==> src/rtl/dac_prog_pkg.sv <==
// Shared state encoding and table sizing for the DAC programming scheduler.
// Constants and types only: no logic, no latency, no flow control.
package dac_prog_pkg;

    localparam int NUM_DAC = 8;
    localparam int ADDR_W  = 3;
    localparam int LEVEL_W = 8;
    // One extra pointer bit encodes "past the last channel" for the end-of-sweep check.
    localparam int PTR_W   = ADDR_W + 1;

    typedef enum logic [1:0] {
        ST_IDLE      = 2'd0,
        ST_SCAN      = 2'd1,
        ST_ISSUE     = 2'd2,
        ST_WAIT_DONE = 2'd3
    } state_t;

endpackage

==> src/rtl/dac_level_table.sv <==
// Per-channel DAC level table: one synchronous write port, one async read port.
// Write lands on the next clk edge; the read is combinational with no backpressure.
module dac_level_table
    import dac_prog_pkg::*;
(
    input  logic               i_clk,
    input  logic               i_rst,
    input  logic               i_we,
    input  logic [ADDR_W-1:0]  i_wadd,
    input  logic [LEVEL_W-1:0] i_wdat,
    input  logic [ADDR_W-1:0]  i_radd,
    output logic [LEVEL_W-1:0] o_rdat
);

    logic [LEVEL_W-1:0] r_mem [NUM_DAC];

    always_ff @(posedge i_clk or posedge i_rst) begin
        if (i_rst) begin
            for (int i = 0; i < NUM_DAC; i++) begin
                r_mem[i] <= '0;
            end
        end else if (i_we) begin
            r_mem[i_wadd] <= i_wdat;
        end
    end

    assign o_rdat = r_mem[i_radd];

endmodule

==> src/rtl/dac_prog_scheduler.sv <==
// Sweeps enabled DAC channels and issues one table-driven write per channel to the chip programmer.
// One dac_we per command, then stalls in WAIT_DONE until prog_done or timeout.
module dac_prog_scheduler
    import dac_prog_pkg::*;
#(
    parameter int NUM_DAC        = dac_prog_pkg::NUM_DAC,
    parameter int TIMEOUT_CYCLES = 4096
) (
    input  logic               clk,
    input  logic               rst,
    input  logic               cfg_we,
    input  logic [ADDR_W-1:0]  cfg_add,
    input  logic [LEVEL_W-1:0] cfg_level,
    input  logic [NUM_DAC-1:0] cfg_mask,
    input  logic               start,
    input  logic               cont,
    input  logic               stop,
    input  logic               prog_done,
    output logic               dac_we,
    output logic [ADDR_W-1:0]  dac_add,
    output logic [LEVEL_W-1:0] dac_level_voltage,
    output logic               busy,
    output logic               sweep_done,
    output logic               err
);

    localparam int TMO_W = $clog2(TIMEOUT_CYCLES + 1);

    state_t             r_state;
    state_t             w_next;
    logic [PTR_W-1:0]   r_ptr;
    logic [NUM_DAC-1:0] r_mask;
    logic               r_cont;
    logic               r_stop_pend;
    logic               r_err;
    logic [ADDR_W-1:0]  r_add;
    logic [LEVEL_W-1:0] r_level;
    logic [TMO_W-1:0]   r_tmo;
    logic [LEVEL_W-1:0] w_rd_level;
    logic               w_past_end;
    logic               w_chan_en;
    logic               w_tmo_hit;

    dac_level_table u_table (
        .i_clk  (clk),
        .i_rst  (rst),
        .i_we   (cfg_we),
        .i_wadd (cfg_add),
        .i_wdat (cfg_level),
        .i_radd (r_ptr[ADDR_W-1:0]),
        .o_rdat (w_rd_level)
    );

    assign w_past_end = (r_ptr == PTR_W'(NUM_DAC));
    assign w_chan_en  = !w_past_end && r_mask[r_ptr[ADDR_W-1:0]];
    assign w_tmo_hit  = (r_tmo == TMO_W'(TIMEOUT_CYCLES - 1));

    always_ff @(posedge clk or posedge rst) begin
        if (rst) begin
            r_state <= ST_IDLE;
        end else begin
            r_state <= w_next;
        end
    end

    always_comb begin
        w_next = r_state;
        case (r_state)
            ST_IDLE: begin
                if (start) w_next = ST_SCAN;
            end
            ST_SCAN: begin
                if (stop) begin
                    w_next = ST_IDLE;
                end else if (w_past_end) begin
                    // An empty mask in continuous mode would spin forever; drop out instead.
                    if (!r_cont || (r_mask == '0)) w_next = ST_IDLE;
                end else if (w_chan_en) begin
                    w_next = ST_ISSUE;
                end
            end
            ST_ISSUE: begin
                w_next = stop ? ST_IDLE : ST_WAIT_DONE;
            end
            ST_WAIT_DONE: begin
                if (prog_done) begin
                    w_next = (stop || r_stop_pend) ? ST_IDLE : ST_SCAN;
                end else if (w_tmo_hit) begin
                    w_next = ST_IDLE;
                end
            end
            default: w_next = ST_IDLE;
        endcase
    end

    always_ff @(posedge clk or posedge rst) begin
        if (rst) begin
            r_ptr       <= '0;
            r_mask      <= '0;
            r_cont      <= 1'b0;
            r_stop_pend <= 1'b0;
            r_err       <= 1'b0;
            r_add       <= '0;
            r_level     <= '0;
            r_tmo       <= '0;
        end else begin
            case (r_state)
                ST_IDLE: begin
                    if (start) begin
                        r_mask      <= cfg_mask;
                        r_cont      <= cont;
                        r_ptr       <= '0;
                        r_err       <= 1'b0;
                        r_stop_pend <= 1'b0;
                    end
                end
                ST_SCAN: begin
                    if (!stop) begin
                        if (w_past_end)      r_ptr <= '0;
                        else if (!w_chan_en) r_ptr <= r_ptr + PTR_W'(1);
                    end
                end
                ST_ISSUE: begin
                    // Capture the command so later table writes cannot disturb it.
                    if (!stop) begin
                        r_add   <= r_ptr[ADDR_W-1:0];
                        r_level <= w_rd_level;
                    end
                    r_tmo       <= '0;
                    r_stop_pend <= 1'b0;
                end
                ST_WAIT_DONE: begin
                    r_tmo <= r_tmo + TMO_W'(1);
                    if (stop) r_stop_pend <= 1'b1;
                    if (prog_done)      r_ptr <= r_ptr + PTR_W'(1);
                    else if (w_tmo_hit) r_err <= 1'b1;
                end
                default: ;
            endcase
        end
    end

    always_comb begin
        dac_we            = (r_state == ST_ISSUE) && !stop;
        dac_add           = (r_state == ST_ISSUE) ? r_ptr[ADDR_W-1:0] : r_add;
        dac_level_voltage = (r_state == ST_ISSUE) ? w_rd_level : r_level;
        busy              = (r_state != ST_IDLE);
        sweep_done        = (r_state == ST_SCAN) && !stop && w_past_end && !r_cont;
        err               = r_err;
    end

endmodule

==> config.mk <==
export PLATFORM = sky130hd
export DESIGN_NAME = dac_prog_scheduler
export DESIGN_NICKNAME = d
export VERILOG_FILES = /design/src/rtl/dac_prog_pkg.sv /design/src/rtl/dac_level_table.sv /design/src/rtl/dac_prog_scheduler.sv
export SDC_FILE = /design/constraint.sdc
export NUM_CORES = 1
export LEC_CHECK = 0
export BUFFER_PORTS_ARGS = -buffer_cell sky130_fd_sc_hd__buf_2
export CAP_MARGIN = 20
export CORE_UTILIZATION = 25
export CTS_CLUSTER_DIAMETER = 100
export DETAILED_ROUTE_END_ITERATION = 8
export PLACE_DENSITY = 0.51
export SLEW_MARGIN = 10
export SYNTH_ARGS = -nofsm -noshare
export SYNTH_HDL_FRONTEND = slang
export SYNTH_HIERARCHICAL = 1
export SYNTH_SLANG_ARGS = --single-unit
==> constraint.sdc <==
create_clock -name clk -period 2.95 [get_ports clk]
set_clock_uncertainty 0.15 [all_clocks]
set_input_delay 0.7375 -clock clk [delete_from_list [all_inputs] [get_ports clk]]
set_output_delay 0.7375 -clock clk [all_outputs]
set_load 0.02 [all_outputs]
# [Word level (Yosys, flattened, before mapping)]
# Index checks and enable logic that the tools add are counted.
[op_classes] addsub=2 n_lt_le_gt_ge=4 eq_ne=15 muxes=33 n_bitwise=3 reduce_logical=24
[ops] cell="bitwise mux 64 bit" count=1
[ops] cell="two-way mux 8 bit" count=4
[ops] cell="one-hot mux 13 bit (2 select lines)" count=1
[ops] cell="binary-select mux 8 bit (select 3 bit)" count=1
[ops] cell="demux 8 bit (select 3 bit)" count=1
[ops] cell="two-way mux 4 bit" count=5
[ops] cell="two-way mux 2 bit" count=8
[ops] cell="adder 13 x 1 -> 13 bit (second input constant)" count=1
[ops] cell="equality test 13 x 12 -> 1 bit (second input constant)" count=1
[ops] cell="!= test 2 bit (second input constant)" count=6
[ops] cell="one-hot mux 4 bit (3 select lines)" count=1
[ops] cell=">= comparator 4 bit (second input constant)" count=2
[ops] cell="logical NOT 8 bit" count=1
[ops] cell="!= test 4 bit (second input constant)" count=2
[ops] cell="NOT 3 -> 4 bit" count=2
[ops] cell="one-hot mux 2 bit (4 select lines)" count=1
[ops] cell="AND reduction 4 bit" count=2
[ops] cell="logical AND 1 bit" count=6
[ops] cell="two-way mux 1 bit" count=6
[ops] cell="!= test 3 bit (second input constant)" count=2
[ops] cell="nonzero test 2 bit" count=3
[ops] cell="nonzero test 3 bit" count=2
[ops] cell="AND reduction 5 bit" count=1
[ops] cell="adder 4 x 1 -> 4 bit (second input constant)" count=1
[ops] cell="15 further kinds" count=20
[word_totals] register_bits=105 in_bits=26 output_inout_bits=15

# [Depth between registers and ports, before layout]
# Gate-level depths: netlist (run 1).
[depth] depth_word=7 mapped_depth=8 mapped_depth_nobuf=7

# [By module]
# Netlist (run 1), hierarchy kept.
[by_module_without_submodules] mod="dac_level_table" instances=1 cells_per_inst=173 area_each_um2=3009.1 seq_area_each_um2=1601.5
[by_module_without_submodules] mod="dac_prog_scheduler" instances=1 cells_per_inst=226 area_each_um2=2224.6 seq_area_each_um2=1026.0

# [Worst setup path before layout (run 1)]
# OpenSTA, ideal clock, no wires.
[synth_timing] path_type="input port to output port" startpoint="input stop" endpoint="output sweep_done" arrival_ps=1644 setup_slack_ps=418 stages=2 cell_sequence="clkbuf_1 -> nor4_1"
[synth_via] elab_chain_cells=4
[synth_rtl] item="start, declared" line_no="dac_prog_scheduler.sv:17" rtl="input logic stop,"
[synth_rtl] item="logical NOT 1 bit" line_no="dac_prog_scheduler.sv:148" rtl="sweep_done = (r_state == ST_SCAN) && !stop && w_past_end && !r_cont;"
[synth_rtl] item="logical AND 1 bit (3 in series)" line_no="dac_prog_scheduler.sv:148"
[synth_rtl] item="end, declared" line_no="dac_prog_scheduler.sv:23" rtl="output logic sweep_done,"
# Every way passes these cells.

# [Final worst setup path (run 1)]
[layout_timing] startpoint="register r_ptr[2]" endpoint="output dac_level_voltage[2]"
[layout_via] elab_chain_cells=5
[layout_rtl] item="start, declared" line_no="dac_prog_scheduler.sv:31" rtl="logic [PTR_W-1:0] r_ptr;"
[layout_rtl] item="start signal, assigned" line_no="dac_prog_scheduler.sv:120" rtl="else if (!w_chan_en) r_ptr <= r_ptr + PTR_W'(1);"
[layout_rtl] item="start signal, assigned" line_no="dac_prog_scheduler.sv:135" rtl="if (prog_done) r_ptr <= r_ptr + PTR_W'(1);"
[layout_rtl] item="NOT 3 -> 4 bit (implied by the code)" line_no="dac_level_table.sv:27" rtl="assign o_rdat = r_mem[i_radd];"
[layout_rtl] item="binary-select mux 8 bit (select 3 bit)" line_no="dac_level_table.sv:27"
[layout_rtl] item="two-way mux 8 bit (implied by the code) (2 in series)" line_no="dac_level_table.sv:27"
[layout_rtl] item="net w_rd_level[2]" line_no="dac_prog_scheduler.sv:39" rtl="logic [LEVEL_W-1:0] w_rd_level;"
[layout_rtl] item="two-way mux 8 bit" line_no="dac_prog_scheduler.sv:146" rtl="dac_level_voltage = (r_state == ST_ISSUE) ? w_rd_level : r_level;"
[layout_rtl] item="end, declared" line_no="dac_prog_scheduler.sv:21" rtl="output logic [LEVEL_W-1:0] dac_level_voltage,"
# The timed path passes the listed nets, and every way through them passes these cells. The select of a mux whose other input is x is not followed.

==> impl_metrics.ini, run 1 <==
[outcome]
status = finished, final reports clean

[synth]
yosysTopAreaCell = dfrtp_1
ys_async_sr_fraction = 1.00
yosysWarnings = 6
synth_cell_type_count = 50
seq_area_frac_synth = 0.502
ys_top_cells_by_area = dfrtp_1, mux2_2, mux4_1
yosys.area.top_type_share = 0.502
synth_area_per_cell_sq_um = 13.1
ys_ff_latch = 105
synthesis.area_sq_mm = 0.00523
syn-num-nets = 428
synth_edf_count = 0
syn_inst = 399
dominantRegCellSynth = dfrtp_1

[critical_path]
path_class = reg -> out
critPathLaunch = r_ptr[2]
required_ns = 2.06
r2r_start = r_ptr[0]
endpoint_kind = output pin
path_max_fanout = 6
reg2reg_depth = 10
reg2reg_to = r_state[0]
endpoint = dac_level_voltage[2]
r2r_setup_slack_ns = 0.59
cp.arrival_ns = 2.06
start_kind = flip-flop

[placement]
portBuffers = 40
gp_congestion = 0.760
dp_hpwl_um = 8330
pre_cts_slack_ns = 0.303

[worst_hold_path]
hold_class = reg -> reg

[cts]
holdBufCountCts = 0
clk_pin_slew_ns = 0.08
cts_root_buf = clkbuf_16
cts_tree = done
cts_buffers = 9
worstSkewPairLatency_ns = 0.36
cts_sinks = 105
cts_buffer_depth = 2
htree_levels = 3

[cells_and_area]
fin_util = 0.312
nNetsFinal = 489
drive_above_1_share = 0.471
synthToLayoutAreaGrowth_pct = 21.6
diodes = 0

[die]
core_sq_mm = 0.0204
start_util = 0.257
dieArea_sq_mm = 0.0215
rows = 52
die_h_um = 147
die_w_um = 147
boundaryPins = 41

[timing]
setup_tns_ns = 0
period_needed_ns = 2.95
finalSetupViolCount = 0
holdWs_ns = 0.355
relSlewSlack = 0.470
drv_slew = 0
min_period_over_period = 0.999
rsz0062_at_grt = yes
setup_slack_ns = 0.00280
max_freq_mhz = 339
worst_slew_pin_slew_ns = 0.795
finalHoldViolations = 0

[global_route]
grt_first_pass_wirelength_um = 20300
antenna_found_initial = 0
grt_pass1_vias = 3620
overflow = 0
track_usage = 0.123
grt_max_degree = 65

[pwr]
seqPwrFrac = 0.371
swShare = 0.340
power_frac_clock = 0.213
switching_power_uw = 1930
cellLeakagePower_uw = 0.00273
vdd_drop_max_v = 0.000342
internal_power_uw = 3730
combinationalPowerShare = 0.416
powerDensity_mw_per_mm2 = 889

[route]
drc = 0
drtIter0Drc = 227
dr.pass1.iters = 4
routed_wl_um = 12500
post_drt_wl_per_cell_um = 17.1
avgViaCountPerCell = 4.66
vias = 3424
postRouteAntennaNets = 0

[flow_run]
maxCapViolCount = 0
-- cells in the mapped netlist (2+ instances only) --
cell,instances
or3_1,2
nor2b_1,3
nand3_1,9
dfrtp_1,105
mux2_4,2
mux2i_1,6
nand4_1,6
buf_2,10
buf_8,2
mux2_2,92
o21ai_0,10
o2bb2ai_1,2
nor4_1,5
buf_1,2
nand2b_1,3
a22o_1,2
nor3_1,2
nand4b_1,3
xor2_1,5
nor4bb_1,3
buf_6,3
mux4_1,15
ha_1,3
nor2_1,19
clkbuf_1,6
a21oi_1,8
nand2_1,39
inv_1,10
-- per-layer routing --
layer / vias to the layer above / GRT usage / wire [um]
li1: 1581 / - / -
met1: 1770 / 0.154 / 5710
met2: 59 / 0.207 / 6170
met3: 14 / 0.0270 / 461
met4: 0 / 0.0458 / 193
met5: - / 0 / 0
-- per-stage QoR --
| step | total power (uW) | cells | instance area [sq um] |
|---|---|---|---|
| 3_5_place_dp | 4040 | 708 | 5820 |
| 5_1_grt | 6000 | 735 | 6360 |
| 6_report | 5660 | 735 | 6360 |
| 4_1_cts | 5680 | 734 | 6330 |
| 2_1_floorplan | 3510 | 399 | 5230 |
| 3_3_place_gp | 3980 | 708 | 5820 |
-- state kept, by name, summed over array words and instances, names as in the netlist, 2 cells and up --
register,flops
r_level,8
u_table/r_mem,64
r_mask,8
r_state,2
r_ptr,4
r_add,3
r_tmo,13
-- kinds of logic (layout without fill, tap and decap cells) --
family,after synthesis,after routing,share of synthesized area
buffers and inverters,33,99,0.0347
adder cells (fa/ha/maj),3,3,0.00717
multiplexers,117,117,0.297
XOR/XNOR,6,6,0.0100
AO/OA/AOI/OAI,35,35,0.0502
AND/OR/NAND/NOR,100,100,0.0990
flip-flops,105,105,0.502
-- power by group through the flow --
stage / combinational [uW] / clock [uW] / sequential, uW
floorplan: 1490 / 0 / 2020
global placement: 1900 / 0 / 2080
detailed placement: 1940 / 0 / 2090
CTS: 2340 / 1250 / 2100
global route: 2550 / 1310 / 2150
finish: 2350 / 1210 / 2100
-- cell usage in the layout (no fill, tap or decap), types with 9 or more instances in the layout --
cell type  count
nand2_1       27
inv_1          9
nand2_2       12
buf_4         22
mux4_2        14
buf_6         12
dfrtp_1      103
mux2_2        84
o21ai_0       10
clkbuf_16     10
mux2_4        10
nand3_1        9
buf_2         32
nor2_1        19
-- worst min path at each step --
| stage | start | to | slack (ns) | cells after the start |
|---|---|---|---|---|
| finish | u_table/r_mem[38] | u_table/r_mem[38] | 0.35 | 1 |
| global route | u_table/r_mem[33] | u_table/r_mem[33] | 0.37 | 1 |
| CTS | u_table/r_mem[33] | u_table/r_mem[33] | 0.36 | 1 |
| detailed placement | u_table/r_mem[11] | u_table/r_mem[11] | 0.33 | 1 |
| global placement | u_table/r_mem[11] | u_table/r_mem[11] | 0.33 | 1 |
| floorplan | u_table/r_mem[11] | u_table/r_mem[11] | 0.32 | 1 |
-- area by class of cell --
type / count / area, sq um
Multi-Input combinational cell: 261 / 2440
Fill cell: 2015 / 14000
Clock inverter: 7 / 68.8
Timing Repair Buffer: 73 / 621
Clock buffer: 9 / 225
Tap cell: 270 / 338
Sequential cell: 105 / 2630
Inverter: 10 / 37.5
-- worst max-delay path, cell delays in order, from the launching register on --
cell	delay [ns]
dfrtp_2	0.43
buf_12	0.12
buf_16	0.11
mux4_2	0.50
mux2_4	0.30
nand2_2	0.06
nand2_2	0.06
buf_6	0.13
-- timing repair --
action,in CTS,in global routing
gates resized for setup,46,14
hold endpoints to repair,0,0
cloned,3,0
endpoints found under the setup margin,8,8
buffers inserted,7,1
pin swaps,1,3
No activity file was read; power rests on OpenSTA's default activity.
==> inputs of run 2 (changes only) <==
Settings changed: CORE_UTILIZATION 25 to 36, PLACE_DENSITY 0.51 to 0.63.
==> run 2 against run 1 <==
First-iteration DRC count is 5.7% lower. Via count down 1.8%. Hold slack worse by 0.038 ns. Clock-buffer cell count increased by 1. Combinational power fell by 13%. Sequential share of layout area grew 1.5 points. Die area fell by 30%. Sequential cell count unchanged.
==> impl_metrics.ini, run 2 (synthesized netlist as in run 1, its figures left out) <==
[outcome]
status = finished, final reports clean

[cells_and_area]
largest_reg_flops = 64
top_regs = u_table/r_mem x64, r_tmo x13
regMostFlops = u_table/r_mem
final_cell_mix = dfrtp_1, mux2_2, nand2_1
nNetsFinal = 485
drive_above_1_share = 0.415
mostFrequentLayoutCell = dfrtp_1
postLayoutCellArea_sq_mm = 0.00613
synthToLayoutAreaGrowth_pct = 17.2
fin_cells = 641

[cts]
cts_buffer_depth = 2
htree_levels = 3
holdBufCountCts = 0
cts_buffers = 9
cts_root_buf = clkbuf_16
worstSkewPairLatency_ns = 0.34
clk_pin_slew_ns = 0.07
cts_tree = done
cts_sinks = 105

[pwr]
vdd_drop_max_v = 0.000381
swShare = 0.318
powerDensity_mw_per_mm2 = 877
power_frac_clock = 0.237
combinationalPowerShare = 0.379
internal_power_uw = 3670
seqPwrFrac = 0.385
switching_power_uw = 1710
cellLeakagePower_uw = 0.00271

[die]
boundaryPins = 41
start_util = 0.373
core_sq_mm = 0.0140
die_w_um = 123
die_h_um = 123
dieArea_sq_mm = 0.0150
rows = 43

[critical_path]
reg2reg_to = r_state[0]
cp_cell_sequence = buf_4, bufbuf_16, mux4_2, mux2_4, nand2_1, nand2_1, buf_6
cp.arrival_ns = 2.05
path_class = reg -> out
r2r_start = r_ptr[0]
r2r_setup_slack_ns = 0.46
crit_path_max_incr_delay_ns = 0.43
path_common_cell = nand2_1
start_kind = flip-flop
required_ns = 2.06
critPathLaunch = r_ptr[0]
path_max_fanout = 11
cpMaxStageDelayCell = dfrtp_2
endpoint = dac_level_voltage[5]
reg2reg_depth = 10
endpoint_kind = output pin

[route]
dr.pass1.iters = 4
avgViaCountPerCell = 5.25
vias = 3363
postRouteAntennaNets = 0
drtIter0Drc = 214
routed_wl_um = 11300
post_drt_wl_per_cell_um = 17.6
drc = 0

[timing]
worst_slew_pin_slew_ns = 0.755
max_freq_mhz = 341
rsz0062_at_grt = yes
drv_slew = 0
finalSetupViolCount = 0
relSlewSlack = 0.494
period_needed_ns = 2.93
setup_slack_ns = 0.0173
min_period_over_period = 0.994
holdWs_ns = 0.317
finalHoldViolations = 0

[global_route]
track_usage = 0.163
overflow = 0
antenna_found_initial = 1
grt_max_degree = 42
met2_usage = 0.261
met1_usage = 0.206
grt_pass1_vias = 3406
grt_first_pass_wirelength_um = 18200
gr-max-usage-layer = met2
globalRouteMet3Util = 0.0558

[placement]
pre_cts_slack_ns = 0.366
place_area_sq_mm = 0.00573
gp_congestion = 0.825
portBuffers = 40
placed_cells = 620
dp_hpwl_um = 7560

[worst_hold_path]
hold_class = in -> async

[flow_run]
maxCapViolCount = 0
==> run 2: area by class of cell <==
class,count,area (sq um)
sequential,105,2630
tap,180,225
clock buffer,10,239
antenna,1,2.50
fill,1282,7910
clock inverter,5,80.1
multi-input combinational,261,2440
inverter,10,37.5
timing repair buffer,69,484
==> run 2: routing by layer <==
| metal | wire, um | share of wire |
|---|---|---|
| met1 | 5190 | 0.46 |
| met2 | 5330 | 0.47 |
| met3 | 593 | 0.053 |
| met4 | 137 | 0.012 |
| met5 | 13 | 0.0012 |
==> run 2: worst min path at each step <==
stage	from	to	slack, ns	cells past startpoint
after floorplan	u_table/r_mem[11]	u_table/r_mem[11]	0.32	1
after CTS	rst	u_table/r_mem[6]	0.32	2
after detailed placement	err	err	0.34	2
after global placement	err	err	0.32	2
after global routing	rst	u_table/r_mem[6]	0.34	2
final	rst	u_table/r_mem[6]	0.32	2
==> run 2: metrics by stage <==
step / util / total power, uW / TNS, ns
2_1_floorplan: - / 3510 / 0
3_3_place_gp: 0.408 / 3940 / 0
3_5_place_dp: 0.408 / 4000 / 0
4_1_cts: 0.433 / 5360 / 0
5_1_grt: 0.437 / 5700 / -0.293
6_report: 0.437 / 5380 / 0
==> run 2: repair_timing <==
action                                  CTS  global route
cloned                                    1             0
endpoints found under the hold margin     0             0
endpoints found under the setup margin    7             9
pin swaps                                 0             1
setup buffers                             1             3
resized for setup                         1            10
==> run 2: worst max-delay path: cells and delay by family, from the launching register on <==
kind | cells | cell delay (ns)
DFF | 1 | 0.43
buffers and inverters | 3 | 0.55
and+or+nand+nor | 2 | 0.12
muxes | 2 | 0.58
==> run 2: power groups by stage <==
stage                     Clock, uW  Combinational [uW]  Sequential, uW
after floorplan                   0                1490            2020
after global placement            0                1870            2060
after detailed placement          0                1910            2080
after CTS                      1310                1990            2060
after global routing           1370                2210            2120
final                          1270                2040            2070
